==> config.mk <==
export PLATFORM = sky130hd
export DESIGN_NAME = lfsr
export DESIGN_NICKNAME = d
export VERILOG_FILES = /design/src/rtl/lfsr.sv
export SDC_FILE = /design/constraint.sdc
export NUM_CORES = 1
export LEC_CHECK = 0
export BUFFER_PORTS_ARGS = -buffer_cell sky130_fd_sc_hd__buf_2
export CORE_UTILIZATION = 45
export DETAILED_ROUTE_END_ITERATION = 10
export GPL_TIMING_DRIVEN = 0
export PLACE_DENSITY = 0.78
export SLEW_MARGIN = 20
export SYNTH_ARGS = -nofsm -noshare
export SYNTH_HDL_FRONTEND = slang
export SYNTH_SLANG_ARGS = --single-unit
==> constraint.sdc <==
create_clock -name clk_96MHz -period 1.93 [get_ports clk_96MHz]
set_input_delay 0.193 -clock clk_96MHz [delete_from_list [all_inputs] [get_ports clk_96MHz]]
set_output_delay 0.193 -clock clk_96MHz [all_outputs]
set_load 0.02 [all_outputs]
==> src/rtl/lfsr.sv <==
// Fibonacci shift-left LFSR with a per-load shift counter.
// The seed is reloaded every cycle that the block is idle or in reset.
module lfsr #(
  parameter int unsigned WIDTH = 17
) (
  input  logic             clk_96MHz,
  input  logic             reset,
  input  logic [WIDTH-1:0] polynomial,
  input  logic [WIDTH-1:0] start_data,
  input  logic             enable,
  output logic [WIDTH-1:0] value,
  output logic [WIDTH-1:0] iteration_number
);

  logic [WIDTH-1:0] value_q, value_d;
  logic [WIDTH-1:0] count_q, count_d;
  logic             feedback;

  // The polynomial is used live, so a tap change lands on the very next shift.
  always_comb begin
    feedback = ^(value_q & polynomial);
    value_d  = {value_q[WIDTH-2:0], feedback};
    count_d  = count_q + 1'b1;
  end

  always_ff @(posedge clk_96MHz) begin
    if (reset || !enable) begin
      value_q <= start_data;
      count_q <= '0;
    end else begin
      value_q <= value_d;
      count_q <= count_d;
    end
  end

  assign value            = value_q;
  assign iteration_number = count_q;

endmodule

==> results_dict.tcl, run 1 <==
set metrics [dict create \
    syn_inst 149 \
    cp_top_family "XOR/XNOR gates" \
    skew_ns 0.00641 \
    detail_route.vias_per_cell 4.64 \
    rrSetupSlack_ns 0.37 \
    max_clock_freq_mhz 642 \
    final_common_cell "buf_2" \
    crit_required_ns 2.15 \
    grt_pass1_vias 1069 \
    synth_enable_flop_cells 0 \
    dpl.hpwl_mm 2.20 \
    io_pins 71 \
    worstSkewPairLatency_ns 0.32 \
    grt_pass1_wl_mm 4.41 \
    crit_path_end_kind "register" \
    met3_usage 0.0677 \
    syn_area_per_cell_sq_um 9.82 \
    met1_usage 0.193 \
    dp.cells 263 \
    synth_nets 187 \
    drc 0 \
    crit_chain "nand2_1 > xnor2_1 > xnor2_1 > xnor3_1 > xnor2_1 > o21ai_1" \
    drtIter0Drc 26 \
    p_int_w 0.00108 \
    leakage_nw 0.883 \
    p_total_w 0.00147 \
    grtUsageTotal 0.173 \
    fin_nets 264 \
    ys_seq_elements 34 \
    grt-ovfl-total 0 \
    cts_hold_buf 0 \
    peakVddDrop_v 0.000491 \
    status "complete, no violations" \
    ys_warn_count 0 \
    cts_resized 0 \
    cts_root_buffer "clkbuf_4" \
    cts.reportedPaths.clkPinSlew_ns 0.09 \
    grt_busiest_layer "met2" \
    finalHoldViolations 0 \
    finalNonFillerCells 271 \
    rsz0062_at_grt "false" \
    yosys.cell_types.count 28 \
    yosysTopAreaCellShare 0.465 \
    initial_utilization 0.476 \
    cts_tree "yes" \
    crit_path_end "value[0]" \
    place.gp.congestion 0.666 \
    routedWlPerCell_um 10.5 \
    dieArea_sq_um 3490 \
    setup-tns-final_ns 0 \
    crit_arrival_ns 1.77 \
    grt_max_degree 11 \
    pwr-share-comb 0.209 \
    rows 20 \
    synth_area_sq_um 1460 \
    synth.yosys.seq_area_share 0.465 \
    hp-class "in2reg" \
    setup_viol 0 \
    worstReg2RegEnd "value[0]" \
    slowest_stage "xnor3_1" \
    switching_share 0.266 \
    slowest_delay_ns 0.44 \
    worstMarginPinSlew_ns 0.421 \
    cpMostUsedCell "xnor2_1" \
    ys_async_sr_fraction 0 \
    antenna_found_initial 0 \
    fillerInstances 278 \
    dr.pass1.iters 4 \
    ys_top_cells_by_area "dfxtp_1, mux2_2, xnor2_1, nand2_1, xor2_1" \
    pwr-share-seq 0.523 \
    final_cell_mix "buf_2, dfxtp_1, nand2_1, mux2_2, xnor2_1" \
    drive_gt1_frac 0.441 \
    cts_buffer_depth 2 \
    startpoint "value[1]" \
    syn_to_final_growth_pct 31.8 \
    port-buffer-count 70 \
    antenna_cells 0 \
    worst-path-buf-inv 0 \
    path_depth 6 \
    slew_headroom 0.720 \
    criticalPathCategory "reg2reg" \
    period_needed_ns 1.56 \
    die_h_um 59.0 \
    cts-htree-levels 2 \
    vias 1258 \
    grt_use_met2 0.294 \
    powerDensity_nw_per_um2 762 \
    dieWidth_um 59.0 \
    finalCritPeriodShare 0.807 \
    ff2ff_path_depth 6 \
    switchingPower_w 0.000391 \
    post_cts_buffers 0 \
    drv_slew 0 \
    startpoint_type "register" \
    core_sq_um 3080 \
    max_cap_violations 0 \
    clockPowerShare 0.267 \
    cp_max_fo 3 \
    cts_made_buffers 5 \
    rr_startpoint "value[1]" \
    synth_largest_area_cell "dfxtp_1" \
    clock-sinks 34 \
    ant_nets 0 \
    finalWirelength_mm 2.85 \
    ys.flop_type "dfxtp_1" \
]
-- synth_stat cells (2+ instances only) --
cell and n:
a21oi_1 3, buf_2 3, dfxtp_1 34, mux2_2 16, nand2_1 25, nand3_1 4, nor2_1 15, nor3_1 2
o21ai_0 3, or3_1 2, xnor2_1 16, xor2_1 10
-- cell type report --
type | count | area, sq um | share of cell area
Sequential cell | 34 | 681 | 0.353
Tap cell | 44 | 55.1 | 0.0285
Clock inverter | 1 | 5.00 | 0.00259
Timing Repair Buffer | 70 | 350 | 0.182
Clock buffer | 7 | 55.1 | 0.0285
Multi-Input combinational cell | 109 | 757 | 0.392
Inverter | 1 | 3.75 | 0.00195
Buffer | 5 | 22.5 | 0.0117
-- power by group through the flow --
stage          sequential [W]  combinational, W  clock, W
3_5_place_dp         0.000787          0.000310         0
6_report             0.000769          0.000308  0.000393
5_1_grt              0.000775          0.000334  0.000447
4_1_cts              0.000770          0.000313  0.000417
2_1_floorplan        0.000829          0.000169         0
3_3_place_gp         0.000785          0.000308         0
-- flip-flops by register name, summed over array words and instances, names as in the netlist --
name	cells
value	17
iteration_number	17
-- cell families after synthesis --
family	count (synthesis)	synth area share
compound gates	7	0.0239
xor+xnor	27	0.171
fa+ha+maj	1	0.00855
buf+inv	6	0.0179
flops	34	0.465
mux	16	0.123
simple gates	58	0.191
-- stage by stage --
stage,setup WS (ns),area (sq um),hold WS (ns),util
6_report,0.372,1930,0.0716,0.627
5_1_grt,0.270,1930,0.0565,0.627
4_1_cts,0.346,1930,0.0521,0.627
3_5_place_dp,0.312,1870,0.405,0.607
3_3_place_gp,0.317,1870,0.394,0.607
2_1_floorplan,0.371,1460,0.308,-
-- layer usage --
| metal | wire length, um | share of wire |
|---|---|---|
| met1 | 1240 | 0.44 |
| met2 | 1270 | 0.45 |
| met3 | 289 | 0.10 |
| met4 | 46 | 0.016 |
| met5 | 0 | 0 |
-- worst min-delay path by stage --
stage,startpoint,end,slack [ns],depth (start not counted)
after floorplan,start_data[0],value[0],0.31,2
after global placement,start_data[0],value[0],0.39,3
after detailed placement,start_data[0],value[0],0.41,3
after CTS,start_data[0],value[0],0.05,3
after global routing,start_data[0],value[0],0.06,3
final,start_data[0],value[0],0.07,3
-- tightest hold or removal path: stages --
cell and delay [ns]:
buf_2 0.07, nand2_1 0.03, o21ai_1 0.06
(Power assumes the default switching activity.)
==> run 2, diff against run 1 <==
--- a/config.mk
+++ b/config.mk
@@ -5,11 +5,12 @@
 export SDC_FILE = /design/constraint.sdc
 export NUM_CORES = 1
 export LEC_CHECK = 0
+export ABC_AREA = 1
 export BUFFER_PORTS_ARGS = -buffer_cell sky130_fd_sc_hd__buf_2
-export CORE_UTILIZATION = 45
+export CORE_UTILIZATION = 47
 export DETAILED_ROUTE_END_ITERATION = 10
 export GPL_TIMING_DRIVEN = 0
-export PLACE_DENSITY = 0.78
+export PLACE_DENSITY = 0.79
 export SLEW_MARGIN = 20
 export SYNTH_ARGS = -nofsm -noshare
 export SYNTH_HDL_FRONTEND = slang
==> constraint.sdc (replaced) <==
create_clock -name clk_96MHz -period 1.5 [get_ports clk_96MHz]
set_input_delay 0.15 -clock clk_96MHz [delete_from_list [all_inputs] [get_ports clk_96MHz]]
set_output_delay 0.15 -clock clk_96MHz [all_outputs]
set_load 0.02 [all_outputs]
==> run 2 against run 1 <==
The flow now finishes with violations (negative setup slack). Core utilization grew 7.5 points. Clock-buffer cell count is the same. Critical path depth rose by 1. Critical endpoint is now iteration_number[13].
==> results_dict.tcl, run 2 <==
set metrics [dict create \
    status "complete, but fails checks" \
    violations "negative setup slack" \
    synth_enable_flop_cells 0 \
    period_needed_ns 1.57 \
    die_h_um 61.6 \
    syn_area_per_cell_sq_um 6.42 \
    yosys.cell_types.count 24 \
    final_common_cell "nand2_1" \
    vias 1899 \
    dr.pass1.iters 4 \
    crit_required_ns 1.76 \
    synth_nets 298 \
    cts_buffer_depth 2 \
    hold_start "start_data[1]" \
    rows 21 \
    synthMuxAreaShare 0 \
    cts_made_buffers 5 \
    routedWlPerCell_um 10.2 \
    worstMarginPinSlew_ns 0.471 \
    yosys.area_share.simple 0.442 \
    synth_common_cells "nand2_1, dfxtp_1, inv_1, nand3_1, nor2_1" \
    powerDensity_nw_per_um2 781 \
    crit_path_end_kind "register" \
    dpl.hpwl_mm 2.87 \
    synth-compound-area-share 0.0562 \
    clock-sinks 34 \
    synth_top_family_by_area "simple AND/OR/NAND/NOR gates" \
    synth_area_sq_um 1670 \
    synth-adder-area-share 0.00750 \
    hp-class "in2reg" \
    p_total_w 0.00184 \
    drc 0 \
    io_pins 71 \
    skew_ns 0.00646 \
    detail_route.vias_per_cell 4.72 \
    cp_max_fo 5 \
    drtIter0Drc 69 \
    antenna_found_initial 0 \
    fin_ws_ns -0.0671 \
    criticalPathCategory "reg2reg" \
    syn_to_final_growth_pct 41.5 \
    grt-ovfl-total 0 \
    ys_async_sr_fraction 0 \
    peakVddDrop_v 0.000548 \
    drv_slew 0 \
    initial_utilization 0.496 \
    finalWirelength_mm 4.11 \
    dp.cells 376 \
    grtUsageTotal 0.221 \
    cts_tree "yes" \
    antenna_cells 0 \
    slowest_delay_ns 0.38 \
    fin_nets 394 \
    finalNonFillerCells 402 \
    ys.flop_type "dfxtp_1" \
    syn_inst 260 \
    final_cell_mix "nand2_1, buf_2, inv_1, dfxtp_1, nand3_1" \
    ys_warn_count 0 \
    slew_headroom 0.686 \
    ant_nets 0 \
    yosys.area_share.xor_xnor 0.0105 \
    grt_max_degree 11 \
    finalHoldViolations 0 \
    crit_arrival_ns 1.82 \
    grt_pass1_vias 1595 \
    rr_startpoint "iteration_number[0]" \
    leakage_nw 1.31 \
    dieArea_sq_um 3790 \
    max_clock_freq_mhz 638 \
    yosysTopAreaCellShare 0.408 \
    synth_most_common_cell "nand2_1" \
    place.gp.congestion 0.777 \
    rsz0062_at_grt "true" \
    cts-htree-levels 2 \
    ys_seq_elements 34 \
    finalCritPeriodShare 1.04 \
    startpoint "iteration_number[0]" \
    ys_top_cells_by_area "dfxtp_1, nand2_1, inv_1, nand3_1, a21oi_1" \
    setup_viol 4 \
    cts.reportedPaths.clkPinSlew_ns 0.09 \
    dieWidth_um 61.6 \
    cts_root_buffer "clkbuf_4" \
    max_cap_violations 0 \
    synth.yosys.seq_area_share 0.408 \
    synth_largest_area_cell "dfxtp_1" \
    port-buffer-count 70 \
    startpoint_type "register" \
    slowest_stage "dfxtp_4" \
    crit_chain "buf_6 > nand3_4 > nor3_4 > nand4_1 > nor3b_2 > nand2_1 > a21oi_1" \
    grt_pass1_wl_mm 6.18 \
    core_sq_um 3360 \
    worstSkewPairLatency_ns 0.33 \
    drive_gt1_frac 0.312 \
]
run 2: cell types whose count changed after synthesis, moves of 3 or more:
cell,before,now
xor2_1,10,0
nand3_1,4,12
buf_2,3,0
nand4_1,1,4
xnor2_1,16,2
inv_1,1,28
nor2_2,0,5
a21oi_1,3,9
nand2_1,25,130
clkbuf_1,1,4
nor2_1,15,10
mux2_2,16,0
run 2: logic make-up after synthesis:
family	after synthesis
AO/OA/AOI/OAI	17
XOR/XNOR	2
adder cells (fa/ha/maj)	1
buffers and inverters	34
flip-flops	34
AND/OR/NAND/NOR	172
run 2: stage by stage:
stage / TNS, ns / util / setup WS [ns] / area (sq um) / hold slack, ns
floorplan: 0 / - / 0.0127 / 1700 / 0.253
global placement: -0.0772 / 0.625 / -0.0413 / 2100 / 0.339
detailed placement: -0.135 / 0.625 / -0.0654 / 2100 / 0.339
CTS: -0.225 / 0.680 / -0.0812 / 2290 / 0.000539
global route: -0.831 / 0.702 / -0.194 / 2360 / 0.0136
finish: -0.207 / 0.702 / -0.0671 / 2360 / 0.00913
run 2: worst paths after layout:
| kind | to | slack [ns] | cells past startpoint |
|---|---|---|---|
| max | iteration_number[13] | -0.07 | 7 |
| min | value[1] | 0.009 | 3 |
| max reg2reg | iteration_number[13] | -0.07 | 7 |
| min reg2reg | value[2] | 0.46 | 2 |
run 2: worst max-delay path: cells and delay by family, from the launching register on:
kind,cells,cell delay (ns)
and+or+nand+nor,5,0.88
DFF,1,0.38
AOI/OAI and AO/OA,1,0.14
buffers and inverters,1,0.10
run 2: per-layer routing:
layer  global-route usage  wire, um  vias up
met3               0.0756       253        9
met2                0.409      2080       62
met5                    0         0        -
li1                     -         -      997
met1                0.233      1700      831
met4               0.0698        68        0
run 2: what timing repair did:
| item | 4_1_cts | 5_1_grt |
|---|---|---|
| resized for setup | 2 | 11 |
| gates cloned | 0 | 0 |
| setup endpoints to repair | 3 | 7 |
| pin swaps | 6 | 9 |
| endpoints found under the hold margin | 9 | 1 |
| setup buffers | 5 | 4 |
| hold buffers | 9 | 1 |
run 2: final cells by class:
type | instances | area [sq um]
Buffer | 4 | 15.0
Clock buffer | 7 | 45.0
Fill cell | 319 | 1000
Inverter | 30 | 113
Multi-Input combinational cell | 192 | 910
Sequential cell | 34 | 699
Tap cell | 46 | 57.6
Timing Repair Buffer | 89 | 522
run 2: report_power, final:
| part | total (W) | leakage (nW) | switching [W] | internal, W |
|---|---|---|---|---|
| sequential | 0.000985 | 0.284 | 0.0000370 | 0.000948 |
| combinational | 0.000400 | 1.00 | 0.000237 | 0.000163 |
| clock | 0.000458 | 0.0254 | 0.000281 | 0.000177 |
==> run 3, diff against run 2 <==
--- a/config.mk
+++ b/config.mk
@@ -7,10 +7,11 @@
 export LEC_CHECK = 0
 export ABC_AREA = 1
 export BUFFER_PORTS_ARGS = -buffer_cell sky130_fd_sc_hd__buf_2
-export CORE_UTILIZATION = 47
+export CORE_UTILIZATION = 40
 export DETAILED_ROUTE_END_ITERATION = 10
+export GPL_ROUTABILITY_DRIVEN = 0
 export GPL_TIMING_DRIVEN = 0
-export PLACE_DENSITY = 0.79
+export PLACE_DENSITY = 0.69
 export SLEW_MARGIN = 20
 export SYNTH_ARGS = -nofsm -noshare
 export SYNTH_HDL_FRONTEND = slang
==> run 3 against run 2 <==
The run ends with design-rule violations, negative setup slack left. Setup slack better by 0.044 ns. Cell count is 2.0% lower. Clock-buffer cell count stayed put. Highest routed layer unchanged. Design area is 3.1% lower. Register-to-register slack better by 0.04 ns.
==> results_dict.tcl, run 3 (synthesis results as in run 2) <==
set metrics [dict create \
    crit_path_end "iteration_number[14]" \
    setup-tns-final_ns -0.0457 \
    cp_max_fo 4 \
    grt_pass1_wl_mm 5.89 \
    die_h_um 66.6 \
    vias 1769 \
    fin_ws_ns -0.0231 \
    drive_gt1_frac 0.328 \
    initial_utilization 0.417 \
    ant_nets 0 \
    seq_area_sq_um 699 \
    max_clock_freq_mhz 657 \
    final_core_util 0.572 \
    criticalPathCategory "reg2reg" \
    dieArea_sq_um 4430 \
    crit_path_end_kind "register" \
    startpoint_type "register" \
    period_needed_ns 1.52 \
    grtUsageTotal 0.177 \
    cts-htree-levels 2 \
    port-buffer-count 70 \
    grt_busiest_layer "met2" \
    cts_buffer_depth 2 \
    finalWirelength_mm 3.77 \
    pwr-share-comb 0.173 \
    rr_startpoint "iteration_number[0]" \
    io_pins 71 \
    max_cap_violations 0 \
    routedWlPerCell_um 9.56 \
    core_sq_um 4000 \
    fillerInstances 415 \
    worstMarginPinSlew_ns 0.489 \
    dp.cells 380 \
    grt_use_met2 0.285 \
    met1_usage 0.215 \
    setup_viol 2 \
    drtIter0Drc 61 \
    final_cell_mix "nand2_1, buf_2, inv_1, dfxtp_1, nand3_1" \
    rows 23 \
    pwr-share-seq 0.451 \
    powerDensity_nw_per_um2 956 \
    antenna_found_initial 0 \
    finalCritPeriodShare 1.02 \
    violations "design-rule violations, negative setup slack" \
    switchingPower_w 0.000594 \
    worstSkewPairLatency_ns 0.28 \
    worstReg2RegEnd "iteration_number[14]" \
    cts_made_buffers 5 \
    crit_required_ns 1.66 \
    antenna_cells 0 \
    drv_slew 0 \
    grt_pass1_vias 1460 \
    dpl.hpwl_mm 2.84 \
    p_total_w 0.00219 \
    dieWidth_um 66.6 \
    drc 2 \
    hp-class "in2reg" \
    multiInputGateArea_sq_um 896 \
    peakVddDrop_v 0.000450 \
    cts.reportedPaths.clkPinSlew_ns 0.07 \
    rsz0062_at_grt "true" \
    crit_arrival_ns 1.69 \
    startpoint "iteration_number[0]" \
    final_common_cell "nand2_1" \
    rrSetupSlack_ns -0.02 \
    leakage_nw 1.27 \
    status "complete, but fails checks" \
    finalHoldViolations 0 \
    clockPowerShare 0.376 \
    detail_route.vias_per_cell 4.49 \
    met3_usage 0.0531 \
    slew_headroom 0.674 \
    dr.pass1.iters 7 \
    ff2ff_path_depth 11 \
    p_int_w 0.00159 \
    switching_share 0.272 \
    syn_to_final_growth_pct 37.0 \
    cts_root_buffer "clkbuf_8" \
    fin_nets 381 \
    grt-ovfl-total 0 \
    cts_hold_buf 0 \
    grt_max_degree 11 \
    finalNonFillerCells 394 \
    skew_ns 0.00591 \
    dp_slack_ns -0.0606 \
    clock-sinks 34 \
    cts_tree "yes" \
]
==> run 3: cell types whose count changed in the layout (fill, tap and decap cells not counted), sizes merged <==
cell | before | now
dlygate4sd3 | 10 | 0
buf | 79 | 76
bufinv | 0 | 1
==> run 3: area by class of cell <==
type / instances / share of cell area
Clock buffer: 7 / 0.0334
Buffer: 4 / 0.00656
Sequential cell: 34 / 0.306
Clock inverter: 1 / 0.0131
Multi-Input combinational cell: 192 / 0.392
Timing Repair Buffer: 76 / 0.173
Inverter: 30 / 0.0492
Tap cell: 50 / 0.0274
==> run 3: layer usage <==
metal	wire, um	part of all wire
met3	217	0.058
met1	1780	0.47
met4	50	0.013
met5	0	0
met2	1720	0.46
==> run 3: worst min-delay path by stage <==
stage,end,start,slack [ns],cells past startpoint
floorplan,value[10],start_data[10],0.25,2
global placement,value[7],start_data[7],0.34,3
finish,value[4],start_data[4],0.05,3
detailed placement,value[4],start_data[4],0.34,3
CTS,value[4],start_data[4],0.04,3
global route,value[4],start_data[4],0.05,3
==> run 3: worst max-delay path, stage by stage (launching register included) <==
cell and delay (ns):
dfxtp_4 0.38, ha_4 0.14, nand2_2 0.05, inv_2 0.07, nand2_4 0.05, nor2_4 0.11
nand2_2 0.08, nor2_4 0.10, nand4_1 0.11, nor2_2 0.14, xnor2_1 0.13, nor2_1 0.05
==> run 3: through the flow <==
stage	hold WS [ns]	instance area, sq um
floorplan	0.253	1700
global placement	0.340	2110
detailed placement	0.342	2110
CTS	0.0422	2250
global route	0.0467	2290
finish	0.0503	2290
==> run 3: power groups by stage <==
stage,clock [W],combinational (W),sequential (W)
final,0.000822,0.000378,0.000987
after global routing,0.000894,0.000441,0.000993
after CTS,0.000843,0.000375,0.000984
after detailed placement,0,0.000373,0.00100
after global placement,0,0.000366,0.00100
after floorplan,0,0.000191,0.00105
==> run 3: repair_timing <==
item	4_1_cts	5_1_grt
buffers inserted	3	3
gates resized for setup	2	12
setup endpoints to repair	4	7
pin swaps	2	1
